<file path="config.mk">
export PLATFORM = sky130hd
export DESIGN_NAME = uram_bist_ctrl
export DESIGN_NICKNAME = d
export VERILOG_FILES = /design/src/rtl/uram_bist_pkg.sv /design/src/rtl/uram_bist_cmp.sv /design/src/rtl/uram_bist_ctrl.sv
export SDC_FILE = /design/constraint.sdc
export NUM_CORES = 1
export LEC_CHECK = 0
export CORE_MARGIN = 2
export CORE_UTILIZATION = 30
export DETAILED_ROUTE_END_ITERATION = 8
export PLACE_DENSITY = 0.58
export SYNTH_ARGS = -nofsm -noshare
export SYNTH_HDL_FRONTEND = slang
export SYNTH_SLANG_ARGS = --single-unit
</file>
<file path="constraint.sdc">
create_clock -name clk -period 4.96 [get_ports clk]
set_input_delay 1.488 -clock clk [delete_from_list [all_inputs] [get_ports clk]]
set_output_delay 1.488 -clock clk [all_outputs]
set_load 0.02 [all_outputs]
</file>
<file path="src/rtl/uram_bist_pkg.sv">
// Shared types and helpers for the URAM write/readback self-test sequencer.
package uram_bist_pkg;

    localparam int DEF_DATA_DEPTH = 4096;
    localparam int AW             = $clog2(DEF_DATA_DEPTH);

    // Pattern arithmetic is done at this width and truncated by the caller.
    // The low bits of a sum never depend on the discarded high bits, so the
    // result is the required modulo-2^DATA_WIDTH value for any DATA_WIDTH up
    // to this width.
    localparam int PAT_W = 256;

    typedef enum logic [2:0] {
        IDLE,
        WRITE,
        READ,
        DRAIN,
        DONE
    } state_t;

    function automatic logic [PAT_W-1:0] pat(input logic [PAT_W-1:0] seed,
                                             input logic [PAT_W-1:0] addr);
        return seed + addr;
    endfunction

endpackage

</file>
<file path="src/rtl/uram_bist_cmp.sv">
// Read-tracking delay line, readback comparator and saturating error counter.
module uram_bist_cmp
    import uram_bist_pkg::*;
#(
    parameter int DATA_WIDTH = 72,
    parameter int ADDR_W     = AW,
    parameter int RD_LAT     = 2,
    parameter int ERR_W      = 16
) (
    input  logic                  clk,
    input  logic                  rst_n,
    input  logic                  clr,
    input  logic                  rd_en,
    input  logic [ADDR_W-1:0]     rd_addr,
    input  logic [DATA_WIDTH-1:0] seed_q,
    input  logic [DATA_WIDTH-1:0] doutb,
    output logic [ERR_W-1:0]      err_cnt,
    output logic [ADDR_W-1:0]     first_err_addr
);

    logic [RD_LAT-1:0] trk_vld;
    logic [ADDR_W-1:0] trk_addr [RD_LAT];
    logic [DATA_WIDTH-1:0] exp_data;
    logic mismatch;

    assign exp_data = DATA_WIDTH'(pat(PAT_W'(seed_q), PAT_W'(trk_addr[RD_LAT-1])));
    // Untracked cycles are masked, so garbage or X on doutb is never counted.
    assign mismatch = trk_vld[RD_LAT-1] && (doutb != exp_data);

    // Follow each issued read until its data appears on doutb.
    always_ff @(posedge clk or negedge rst_n) begin
        if (!rst_n) begin
            trk_vld <= '0;
            for (int i = 0; i < RD_LAT; i++) begin
                trk_addr[i] <= '0;
            end
        end else begin
            trk_vld[0]  <= rd_en;
            trk_addr[0] <= rd_addr;
            for (int i = 1; i < RD_LAT; i++) begin
                trk_vld[i]  <= trk_vld[i-1];
                trk_addr[i] <= trk_addr[i-1];
            end
        end
    end

    // Count mismatches (saturating) and latch the address of the first one.
    always_ff @(posedge clk or negedge rst_n) begin
        if (!rst_n) begin
            err_cnt        <= '0;
            first_err_addr <= '0;
        end else if (clr) begin
            err_cnt        <= '0;
            first_err_addr <= '0;
        end else if (mismatch) begin
            if (err_cnt == '0) begin
                first_err_addr <= trk_addr[RD_LAT-1];
            end
            if (err_cnt != '1) begin
                err_cnt <= err_cnt + ERR_W'(1);
            end
        end
    end

endmodule

</file>
<file path="src/rtl/uram_bist_ctrl.sv">
// Write-then-readback self-test sequencer for a simple-dual-port URAM.
//
// state | meaning
// IDLE  | waiting for start
// WRITE | one pattern word per clock on port A
// READ  | one read per clock on port B
// DRAIN | let the last reads reach the comparator
// DONE  | one-cycle done pulse, pass valid
module uram_bist_ctrl
    import uram_bist_pkg::*;
#(
    parameter int DATA_WIDTH = 72,
    parameter int DATA_DEPTH = DEF_DATA_DEPTH,
    parameter int RD_LAT     = 2,
    parameter int ERR_W      = 16
) (
    input  logic                          clk,
    input  logic                          rst_n,
    input  logic                          start,
    input  logic [DATA_WIDTH-1:0]         seed,
    output logic                          wea,
    output logic [$clog2(DATA_DEPTH)-1:0] addra,
    output logic [DATA_WIDTH-1:0]         dina,
    output logic                          enb,
    output logic [$clog2(DATA_DEPTH)-1:0] addrb,
    input  logic [DATA_WIDTH-1:0]         doutb,
    output logic                          busy,
    output logic                          done,
    output logic                          pass,
    output logic [ERR_W-1:0]              err_cnt,
    output logic [$clog2(DATA_DEPTH)-1:0] first_err_addr
);

    localparam int ADDR_W = $clog2(DATA_DEPTH);
    localparam logic [ADDR_W-1:0] LAST_ADDR = ADDR_W'(DATA_DEPTH - 1);
    // DRAIN lasts RD_LAT+1 cycles: RD_LAT for the last read to compare,
    // one more for err_cnt to settle before pass is sampled.
    localparam logic [2:0] DRAIN_LOAD = 3'(RD_LAT);

    state_t                state;
    logic [ADDR_W-1:0]     cnt;
    logic [ADDR_W-1:0]     cnt_nxt;
    logic [2:0]            drain_cnt;
    logic [DATA_WIDTH-1:0] seed_q;
    logic                  clr;

    assign cnt_nxt = cnt + ADDR_W'(1);
    assign clr     = (state == IDLE) && start;

    function automatic logic [DATA_WIDTH-1:0] pat_w(input logic [DATA_WIDTH-1:0] s,
                                                    input logic [ADDR_W-1:0]     a);
        return DATA_WIDTH'(pat(PAT_W'(s), PAT_W'(a)));
    endfunction

    // Sequencer: write sweep, read sweep, pipeline drain, result report.
    always_ff @(posedge clk or negedge rst_n) begin
        if (!rst_n) begin
            state     <= IDLE;
            cnt       <= '0;
            drain_cnt <= '0;
            seed_q    <= '0;
            wea       <= 1'b0;
            addra     <= '0;
            dina      <= '0;
            enb       <= 1'b0;
            addrb     <= '0;
            busy      <= 1'b0;
            done      <= 1'b0;
            pass      <= 1'b0;
        end else begin
            done <= 1'b0;
            case (state)
                IDLE: begin
                    if (start) begin
                        state  <= WRITE;
                        seed_q <= seed;
                        cnt    <= '0;
                        busy   <= 1'b1;
                        pass   <= 1'b0;
                        wea    <= 1'b1;
                        addra  <= '0;
                        dina   <= seed;
                    end
                end
                WRITE: begin
                    if (cnt == LAST_ADDR) begin
                        state <= READ;
                        cnt   <= '0;
                        wea   <= 1'b0;
                        enb   <= 1'b1;
                        addrb <= '0;
                    end else begin
                        cnt   <= cnt_nxt;
                        addra <= cnt_nxt;
                        dina  <= pat_w(seed_q, cnt_nxt);
                    end
                end
                READ: begin
                    if (cnt == LAST_ADDR) begin
                        state     <= DRAIN;
                        cnt       <= '0;
                        enb       <= 1'b0;
                        drain_cnt <= DRAIN_LOAD;
                    end else begin
                        cnt   <= cnt_nxt;
                        addrb <= cnt_nxt;
                    end
                end
                DRAIN: begin
                    if (drain_cnt == '0) begin
                        state <= DONE;
                        busy  <= 1'b0;
                        done  <= 1'b1;
                        pass  <= (err_cnt == '0);
                    end else begin
                        drain_cnt <= drain_cnt - 3'd1;
                    end
                end
                DONE: begin
                    state <= IDLE;
                end
                default: begin
                    state <= IDLE;
                end
            endcase
        end
    end

    uram_bist_cmp #(
        .DATA_WIDTH (DATA_WIDTH),
        .ADDR_W     (ADDR_W),
        .RD_LAT     (RD_LAT),
        .ERR_W      (ERR_W)
    ) u_cmp (
        .clk            (clk),
        .rst_n          (rst_n),
        .clr            (clr),
        .rd_en          (enb),
        .rd_addr        (addrb),
        .seed_q         (seed_q),
        .doutb          (doutb),
        .err_cnt        (err_cnt),
        .first_err_addr (first_err_addr)
    );

endmodule

</file>
; ---- Word level (Yosys, flattened, before mapping)
; Index checks and enable logic that the tools add are counted.
[word_totals]
register_bits = 245
in_bits = 147
word_cells = 95
[op_classes]
add_sub_neg = 5
n_eq_ne = 13
mux = 35
reduce_logical = 25
[op_table]
columns = cell, count
row1 = adder 72 x 12 -> 72 bit, 2
row2 = 2-to-1 mux 72 bit, 2
row3 = case mux 72 bit (2 select lines), 1
row4 = 2-to-1 mux 12 bit, 7
row5 = != test 72 bit, 1
row6 = case mux 12 bit (2 select lines), 3
row7 = 2-to-1 mux 16 bit, 3
row8 = AND reduction 3 bit, 6
row9 = adder 16 x 1 -> 16 bit (second input constant), 1
row10 = logical NOT 16 bit, 1
row11 = != test 16 bit (second input constant), 1
row12 = nonzero test 2 bit, 8
row13 = 2-to-1 mux 3 bit, 5
row14 = != test 2 bit (second input constant), 7
row15 = adder 12 x 1 -> 12 bit (second input constant), 1
row16 = equality test 12 bit (second input constant), 1
row17 = case mux 3 bit (4 select lines), 1
row18 = 2-to-1 mux 1 bit, 8
row19 = case mux 1 bit (2 select lines), 4
row20 = AND reduction 2 bit, 4
row21 = equality test 3 x 2 -> 1 bit (second input constant), 2
row22 = logical NOT 3 bit, 2
row23 = case mux 3 bit (2 select lines), 1
row24 = AND reduction 4 bit, 1
row25 = 4 further kinds, 5

; ---- Logic depth before layout (Yosys ltp)
; Gate-level depths: netlist of run 1.
[depth]
word_depth = 5
mapped_depth = 17

; ---- By module
; From an unflattened synthesis of run 1, not the netlist that was laid out.
[hier_totals]
cells_unflattened = 1781
hier_area_um2 = 15427.3
[by_module_without_submodules]
columns = mod, n_inst, cells_each, area_each_um2, seq_area_each_um2
row1 = uram_bist_ctrl, 1, 1083, 9724.3, 4779.6
row2 = uram_bist_cmp, 1, 698, 5703.0, 1351.3

; ---- Least setup slack after synthesis of run 1
; Ideal clock, no wire load.
[synth_timing]
path_kind = input port to flip-flop
from = input port doutb[71]
to = register u_cmp.first_err_addr[10]
setup_ns = 0.124
arrival_ns = 3.981
required_ns = 4.836
setup_slack_ns = 0.855
stages = 12
path_buffers = 2
path_cell_list = xnor2_1 -> nor3b_1 -> nor2_1 -> a211o_1 -> mux2_1 -> or4_1 -> nor4_1 -> nand2_1 -> and3_1 -> buf_6 -> buf_6 -> mux2i_1
[synth_via]
elab_chain_len = 4
[synth_rtl]
columns = element, line
row1 = "start, declared", uram_bist_ctrl.sv:26  ; input logic [DATA_WIDTH-1:0] doutb,
row2 = != test 72 bit, uram_bist_cmp.sv:28  ; assign mismatch = trk_vld[RD_LAT-1] && (doutb != exp_data);
row3 = logical AND 1 bit, uram_bist_cmp.sv:28
row4 = nonzero test 2 bit (no source line), --
row5 = AND reduction 2 bit (no source line), --
row6 = "end signal, assigned", uram_bist_cmp.sv:57  ; first_err_addr <= trk_addr[RD_LAT-1];
row7 = "end, declared", uram_bist_cmp.sv:18  ; output logic [ADDR_W-1:0] first_err_addr
; Every way passes these cells.
; A chain may end at the register's enable or synchronous reset.

; ---- Worst setup path after layout of run 1
[layout_timing]
from = register seed_q[0]
to = register u_cmp.err_cnt[15]
[layout_via]
elab_chain_len = 5
[layout_rtl]
columns = element, line
row1 = "start, declared", uram_bist_ctrl.sv:44  ; logic [DATA_WIDTH-1:0] seed_q;
row2 = "start signal, assigned", uram_bist_ctrl.sv:61  ; seed_q <= '0;
row3 = "start signal, assigned", uram_bist_ctrl.sv:76  ; seed_q <= seed;
row4 = adder 72 x 12 -> 72 bit, uram_bist_pkg.sv:23  ; return seed + addr;
row5 = != test 72 bit, uram_bist_cmp.sv:28
row6 = logical AND 1 bit, uram_bist_cmp.sv:28
row7 = nonzero test 2 bit (no source line), --
row8 = AND reduction 2 bit (no source line), --
row9 = "end signal, assigned", uram_bist_cmp.sv:60  ; err_cnt <= err_cnt + ERR_W'(1);
row10 = "end, declared", uram_bist_cmp.sv:17  ; output logic [ERR_W-1:0] err_cnt,
; Every way passes these cells.

==> summary.txt, run 1 <==
Global route
  • Global-route total usage across every layer: 22.4%
  • Grt peak-use layer: met2
  • First-pass GRT wire length: 86.6 mm
  • GR met2 Demand/Resource: 34.7%
  • Met3 Track Usage GR: 3.43%
  • Pin count of the biggest net entering global routing: 124
  • Overflow after GRT: 0
  • Initial antenna violation count: 1
  • Vias in the first global route: 13.8k
  • Met1 global-route usage: 32.6%

Floorplanning
  • Die area: 51000 µm²
  • Starting Density: 30.3%
  • I/O pin cnt: 276
  • Total core area: 48700 µm²
  • Die W: 226 µm
  • Die Ht: 226 µm
  • Rows: 81

Synthesis
  • Area share of the largest cell type after synthesis: 41.6%
  • Top FF cell, synth: dfrtp_1
  • Ranking of synthesized cells by area: dfrtp_1, nand2_1, xnor2_1
  • Most frequent cell after synthesis: nand2_1
  • Commonest cells in the netlist: nand2_1, dfrtp_1, o21ai_0
  • Ys Warns: 0
  • Synth Instances: 1730
  • Synthesized Nets: 1908
  • Flops & latches, synth: 245
  • Syn_area_per_cell: 8.53 µm²
  • Yosys cell types: 73
  • EDFF count, synth: 0
  • Asr flop ratio synth: 100%
  • Post-synth top area cell: dfrtp_1
  • Share of the yosys chip area belonging to registers: 41.6%
  • Post-Syn Area: 14800 µm²

Cells and area
  • Final nets: 2153
  • Filler cell count: 4949
  • Antenna Diode Count: 0
  • Layout cells sized above 1: 6.81%
  • Multi-input combinational cell area: 8060 µm²
  • Util after Layout: 39.5%
  • Sequential Area: 6130 µm²
  • Area Growth Syn to Fin: 30.5%

Timing
  • Worst Clk Skew: 0.0421 ns
  • Final Hold Fails: 0
  • Crit share post-route: 89.9%
  • Unrepaired setup endpoints after global routing: false
  • Worst Max-Slew Pin Slew: 1.13 ns
  • Setup Viol. Count Final: 0
  • Max Clk Rate: 0.224 GHz
  • Slew margin rel.: 24.2%
  • Setup tns final: 0 ns
  • Max-slew violation count: 0
  • Final critical-path required period: 4.46 ns

CTS
  • Clk sink count: 245
  • Cts bufs inserted: 28
  • Clk buf depth: 3
  • CTS tree: done
  • Clock Tree Root: clkbuf_16
  • Post-CTS resize count: 0
  • Clock Latency Late Sink: 0.60 ns
  • Post-CTS Setup Bufs: 0
  • # hold bufs at CTS: 0
  • Clk slew on worst S/H paths: 0.06 ns
  • Htree depth: 1

Placed design
  • Port Buffers: 275
  • GPL Wtd Cong: 0.951
  • Detailed Place HPWL: 44.8 mm

Pwr
  • PD cells: 343 nW/µm²
  • Peak supply drop: 0.215 mV
  • Lkg Pwr: 0.00785 µW

Critical path
  • Worst-path cell chain: ha_1, fa_1, a211oi_1, nor2_1, o2111ai_1, buf_4, and2_1, o21a_1, o211ai_1, or4_1, nor4_1, buf_4, and2_4, or4_1, mux2_1
  • Crit path buf inv count: 2
  • Crit path arrival time: 4.94 ns
  • Crit-path max FO: 11
  • Slowest-stage cell, CP: or4_1
  • Crit Path Class: register to register
  • Startpoint type of the worst setup path: register
  • Worst Path Required: 5.44 ns
  • Critical path's largest stage delay: 0.48 ns
  • CP delay by family, top: simple AND/OR/NAND/NOR gates
  • Critical Path End Type: register

Outcome
  • Status: completed

Routing
  • Vias: 13.9k
  • Iteration-0 DRC Markers: 1260
  • Routed WL per cell: 21.9 µm
  • DRC Markers: 0
  • Post-DRT Antenna Nets: 0
  • Vias per cell: 5.23
  • Total iterations of the first detailed-routing run: 5
  • Final wirelength: 58.4 mm

Flow run
  • Max-cap viol count: 0

Worst hold path
  • HP Class: register to register
state kept, by name (all words and copies together), names as in the netlist:
register,count
wea,1
u_cmp.err_cnt,16
state,3
u_cmp.first_err_addr,12
u_cmp.trk_addr,24
u_cmp.trk_vld,2
pass,1
drain_cnt,3
enb,1
addrb,12
dina,72
addra,12
cnt,12
done,1
seed_q,72
busy,1
layer usage:
metal  share of wire (%)  vias up  wire length, µm
li1                    -     6513                -
met1                  47     6842            27300
met2                  45      490            26000
met3                 6.4       65             3740
met4                 2.2        0             1290
met5                   0        -                0
path summary, 6_finish.rpt:
path | startpoint | end | slack [ns] | cells past startpoint
worst max-delay path | seed_q[0]$_DFFE_PN0P_ | u_cmp.err_cnt[15]$_DFFE_PN0P_ | 0.50 | 15
worst min-delay path | u_cmp.trk_addr[23]$_DFF_PN0_ | u_cmp.trk_addr[11]$_DFF_PN0_ | 0.35 | 0
worst max register to register | seed_q[0]$_DFFE_PN0P_ | u_cmp.err_cnt[15]$_DFFE_PN0P_ | 0.50 | 15
worst min register to register | u_cmp.trk_addr[23]$_DFF_PN0_ | u_cmp.trk_addr[11]$_DFF_PN0_ | 0.35 | 0
max in group asynchronous | rst_n | seed_q[49]$_DFFE_PN0P_ | 2.93 | 2
min in group asynchronous | rst_n | addra[0]$_DFFE_PN0P_ | 1.00 | 1
report_power, final:
group          switching (µW)  leakage, µW  internal [µW]  total (µW)
Clock                     872     0.000456           1210        2090
Sequential                306      0.00314           2270        2570
Combinational            1060      0.00425            889        1950
Total                    2240      0.00785           4370        6610
cells in the final DEF, fill, tap and decap left out, drive strengths merged, types with 28 or more instances in the layout:
cell,instances
mux2i,30
o21ai,114
dfrtp,245
ha,29
nor2,108
inv,28
xor2,69
buf,53
clkdlybuf4s50,274
nand3,60
nand2,391
and3,35
xnor2,105
nand4,46
a22oi,29
clkbuf,42
a21oi,56
logic make-up after synthesis:
logic type               count (synthesis)  synth area share, %
XOR/XNOR                               174                 10.3
AND/OR/NAND/NOR                        793                 25.5
multiplexers                            33                 2.26
flip-flops                             245                 41.6
AO/OA/AOI/OAI                          315                 13.6
buffers and inverters                  139                 3.99
adder cells (fa/ha/maj)                 31                 2.73
per-stage QoR:
step | worst slack, ns | std cells | hold slack (ns) | cell area (µm²) | power (µW)
final | 0.500 | 2660 | 0.346 | 19300 | 6610
after global routing | 0.246 | 2660 | 0.351 | 19300 | 6950
after CTS | 0.569 | 2660 | 0.347 | 19300 | 6670
after detailed placement | 0.0613 | 2609 | 0.335 | 18300 | 4540
after global placement | 0.178 | 2609 | 0.333 | 18300 | 4520
after floorplan | 0.855 | 1730 | 0.331 | 14800 | 3610
area by class of cell:
cell class              count  area share, %
inverters                  27          0.526
clock inverters             9          0.539
multi-input cells        1346           41.8
flip-flops and latches    245           31.8
clock buffers              42           4.33
repair buffers            327           16.6
well taps                 664           4.31
Power figures use the tool's default switching activity.
==> run 2: changes to the inputs <==
--- a/config.mk
+++ b/config.mk
@@ -5,10 +5,13 @@
 export SDC_FILE = /design/constraint.sdc
 export NUM_CORES = 1
 export LEC_CHECK = 0
+export ABC_AREA = 1
+export CELL_PAD_IN_SITES_DETAIL_PLACEMENT = 0
+export CELL_PAD_IN_SITES_GLOBAL_PLACEMENT = 1
 export CORE_MARGIN = 2
 export CORE_UTILIZATION = 30
 export DETAILED_ROUTE_END_ITERATION = 8
-export PLACE_DENSITY = 0.58
+export PLACE_DENSITY = 0.73
 export SYNTH_ARGS = -nofsm -noshare
 export SYNTH_HDL_FRONTEND = slang
 export SYNTH_SLANG_ARGS = --single-unit
==> run 2 against run 1 <==
  * Sequential cell count unchanged
  * Fmax grew 7.2%
  * Global-route usage increased by 1.5 points
  * Final area up 7.9%
  * Clock power is 18% higher
  * Die area increased by 9.6%
  * Critical path type unchanged
  * Combinational power grew to 2.7 times the previous value
  * Non-clock buffer count down 21
==> summary.txt, run 2 <==
Synthesis
  • Syn_area_per_cell: 6.93 µm² (-19%)
  • Most frequent cell after synthesis: nand2_1
  • Area share of the largest cell type after synthesis: 37.9% (-3.7 points)
  • Ranking of synthesized cells by area: dfrtp_1, nand2_1, inv_1
  • Post-Syn Area: 16200 µm² (+9.8%)
  • Share of the yosys chip area belonging to registers: 37.9% (-3.7 points)
  • Commonest cells in the netlist: nand2_1, inv_1, dfrtp_1
  • EDFF count, synth: 0 (unchanged)
  • Asr flop ratio synth: 100% (unchanged)
  • Ys Warns: 0 (unchanged)
  • Top FF cell, synth: dfrtp_1
  • Flops & latches, synth: 245 (unchanged)
  • Yosys cell types: 53 (-27%)
  • Synthesized Nets: 2516 (+32%)
  • Synth Instances: 2338 (+35%)
  • Post-synth top area cell: dfrtp_1

Cells and area
  • Final nets: 2760 (+28%)
  • Multi-input combinational cell area: 8460 µm² (+5.0%)
  • Area Growth Syn to Fin: 28.3%
  • Commonest non-fill, non-tap cell in the layout: nand2_1
  • Sequential Area: 6130 µm² (unchanged)
  • Most frequent cells in the layout: nand2_1, inv_1, clkdlybuf4s50_1
  • Antenna Diode Count: 0 (unchanged)
  • Biggest regs: dina: 72 flops, seed_q: 72 flops, u_cmp.trk_addr: 24 flops
  • Layout cells sized above 1: 6.56% (-0.25 points)
  • Post-route cell area: 20800 µm² (+7.9%)
  • Fin cells: 3301 (+24%)
  • Filler cell count: 5620 (+14%)

Critical path
  • Register-to-Register Setup Slack: 0.80 ns (+0.30 ns)
  • Critical Path End Type: register
  • CP most frequent cell: nand2_1
  • Slowest-stage cell, CP: nor3_1
  • Critical path's largest stage delay: 0.55 ns (+0.07 ns)
  • Crit path to: u_cmp.first_err_addr[10]$_DFFE_PN0P_
  • Startpoint type of the worst setup path: register
  • Worst-path cell chain: inv_1, nor3_1, inv_1, nor3_1, nand3_1, nor2_1, nand3_1, nand2_1, nand2_1, inv_1, nand2_1, nor2_2, nand3_2, nand3_2, nand2_2, nand2_1, nand2_1
  • Crit Path Class: register to register
  • Worst Path Required: 5.45 ns (about the same)
  • Worst r2r path cells: 17 (+2)
  • FF-to-FF Start: seed_q[52]$_DFFE_PN0P_
  • Reg2reg end: u_cmp.first_err_addr[10]$_DFFE_PN0P_
  • Crit-path max FO: 13 (+2)
  • Crit path arrival time: 4.65 ns (-0.29 ns)
  • CP Launch Point: seed_q[52]$_DFFE_PN0P_

Timing
  • Setup tns final: 0 ns (unchanged)
  • Max-slew violation count: 0 (unchanged)
  • Slew margin rel.: 29.8% (+5.6 points)
  • Worst Clk Skew: 0.0188 ns (-0.0233 ns)
  • Final critical-path required period: 4.16 ns (-0.299 ns)
  • Unrepaired setup endpoints after global routing: false
  • Max Clk Rate: 0.240 GHz (+7.2%)
  • Setup Viol. Count Final: 0 (unchanged)
  • Final Hold Fails: 0 (unchanged)
  • Final setup margin: 0.799 ns (+0.299 ns)
  • Crit share post-route: 83.9% (-6.0 points)
  • Worst Max-Slew Pin Slew: 1.04 ns (-0.0964 ns)

Global route
  • Vias in the first global route: 15.7k (+14%)
  • First-pass GRT wire length: 101 mm (+17%)
  • Overflow after GRT: 0 (unchanged)
  • Initial antenna violation count: 2 (+1)
  • Pin count of the biggest net entering global routing: 114 (-8.1%)
  • Global-route total usage across every layer: 24.0% (+1.5 points)

Placed design
  • Dpl cells: 3247 (+24%)
  • Dpl cell area: 19700 µm² (+7.5%)
  • Pre-CTS worst setup slack: 0.675 ns (+0.614 ns)
  • Port Buffers: 275 (unchanged)
  • Detailed Place HPWL: 54.0 mm (+20%)
  • GPL Wtd Cong: 0.951 (about the same)

CTS
  • CTS tree: done
  • Clock Latency Late Sink: 0.60 ns (about the same)
  • # hold bufs at CTS: 0 (unchanged)
  • Clk buf depth: 3 (unchanged)
  • Clk sink count: 245 (unchanged)
  • Post-CTS Setup Bufs: 0 (unchanged)
  • Clock Tree Root: clkbuf_16
  • Post-CTS resize count: 0 (unchanged)
  • Clk slew on worst S/H paths: 0.07 ns (about the same)
  • Htree depth: 1 (unchanged)
  • Cts bufs inserted: 29 (+3.6%)

Routing
  • DRC Markers: 0 (unchanged)
  • Routed WL per cell: 20.6 µm (-6.2%)
  • Vias: 16.3k (+17%)
  • Vias per cell: 4.93 (-5.8%)
  • Total iterations of the first detailed-routing run: 5 (unchanged)
  • Post-DRT Antenna Nets: 0 (unchanged)
  • Final wirelength: 67.9 mm (+16%)
  • Iteration-0 DRC Markers: 1389 (+10%)

Floorplanning
  • I/O pin cnt: 276 (unchanged)
  • Die Ht: 236 µm (+4.7%)
  • Starting Density: 30.2% (-0.052 points)
  • Die area: 55900 µm² (+9.6%)
  • Rows: 85 (+4.9%)
  • Die W: 236 µm (+4.7%)
  • Total core area: 53600 µm² (+10%)

Pwr
  • Lkg Pwr: 0.00995 µW (+27%)
  • Power, Total: 11300 µW (+71%)
  • Peak supply drop: 0.250 mV (+16%)
  • PD cells: 545 nW/µm² (+59%)

Outcome
  • Status: completed

Worst hold path
  • HP Class: register to register

Flow run
  • Max-cap viol count: 0 (unchanged)
run 2: changes by cell type after synthesis, sizes merged, moves of 30 or more:
cell   delta
nand3    +79
a21oi    +47
inv     +288
xnor2    -66
and3     -34
nor2    +103
nand2   +355
o21ai    +38
mux2i    -30
run 2: per-stage QoR:
| step | utilization, % | hold slack (ns) |
|---|---|---|
| floorplan | - | 0.331 |
| global placement | 36.7 | 0.335 |
| global route | 38.8 | 0.351 |
| CTS | 38.8 | 0.348 |
| detailed placement | 36.7 | 0.335 |
| finish | 38.8 | 0.347 |
run 2: final cells by class:
| cell class | count | share of cell area, % |
|---|---|---|
| clock buffer | 36 | 3.81 |
| clock inverter | 18 | 1.43 |
| inverter | 319 | 5.79 |
| timing repair buffer | 306 | 14.6 |
| tap | 696 | 4.19 |
| multi-input combinational | 1681 | 40.7 |
| sequential | 245 | 29.5 |
run 2: critical path, delay by kind of cell, from the launching register on:
family,cells,cell delay (ns)
DFF,1,0.51
and+or+nand+nor,14,3.03
buffers and inverters,3,0.49
run 2: cells by family (layout without fill, tap and decap cells):
family | after synthesis | after routing | synth area share [%]
adder cells (fa/ha/maj) | 31 | 31 | 2.49
AND/OR/NAND/NOR | 1216 | 1216 | 32.7
AO/OA/AOI/OAI | 313 | 313 | 10.4
flip-flops | 245 | 245 | 37.9
buffers and inverters | 412 | 679 | 10.0
XOR/XNOR | 121 | 121 | 6.54
run 2: how the worst min path moves through the flow:
stage                                            start                           to  slack [ns]  cells after the start
after floorplan           u_cmp.trk_addr[12]$_DFF_PN0_  u_cmp.trk_addr[0]$_DFF_PN0_        0.33                      0
after global placement    u_cmp.trk_addr[17]$_DFF_PN0_  u_cmp.trk_addr[5]$_DFF_PN0_        0.33                      0
after detailed placement  u_cmp.trk_addr[13]$_DFF_PN0_  u_cmp.trk_addr[1]$_DFF_PN0_        0.33                      0
after CTS                 u_cmp.trk_addr[18]$_DFF_PN0_  u_cmp.trk_addr[6]$_DFF_PN0_        0.35                      0
after global routing      u_cmp.trk_addr[13]$_DFF_PN0_  u_cmp.trk_addr[1]$_DFF_PN0_        0.35                      0
final                     u_cmp.trk_addr[18]$_DFF_PN0_  u_cmp.trk_addr[6]$_DFF_PN0_        0.35                      0
run 2: layer usage:
metal,track usage (%),up-vias,wire (µm)
li1,-,7903,-
met1,36.2,7760,33400
met2,35.6,518,28800
met3,3.65,76,4150
met4,5.62,2,1540
met5,0,-,11
run 2: where the power goes:
| part | internal [µW] | leakage [µW] | switching, µW |
|---|---|---|---|
| sequential | 2660 | 0.00313 | 995 |
| clock | 1500 | 0.000519 | 971 |
| combinational | 1940 | 0.00629 | 3270 |
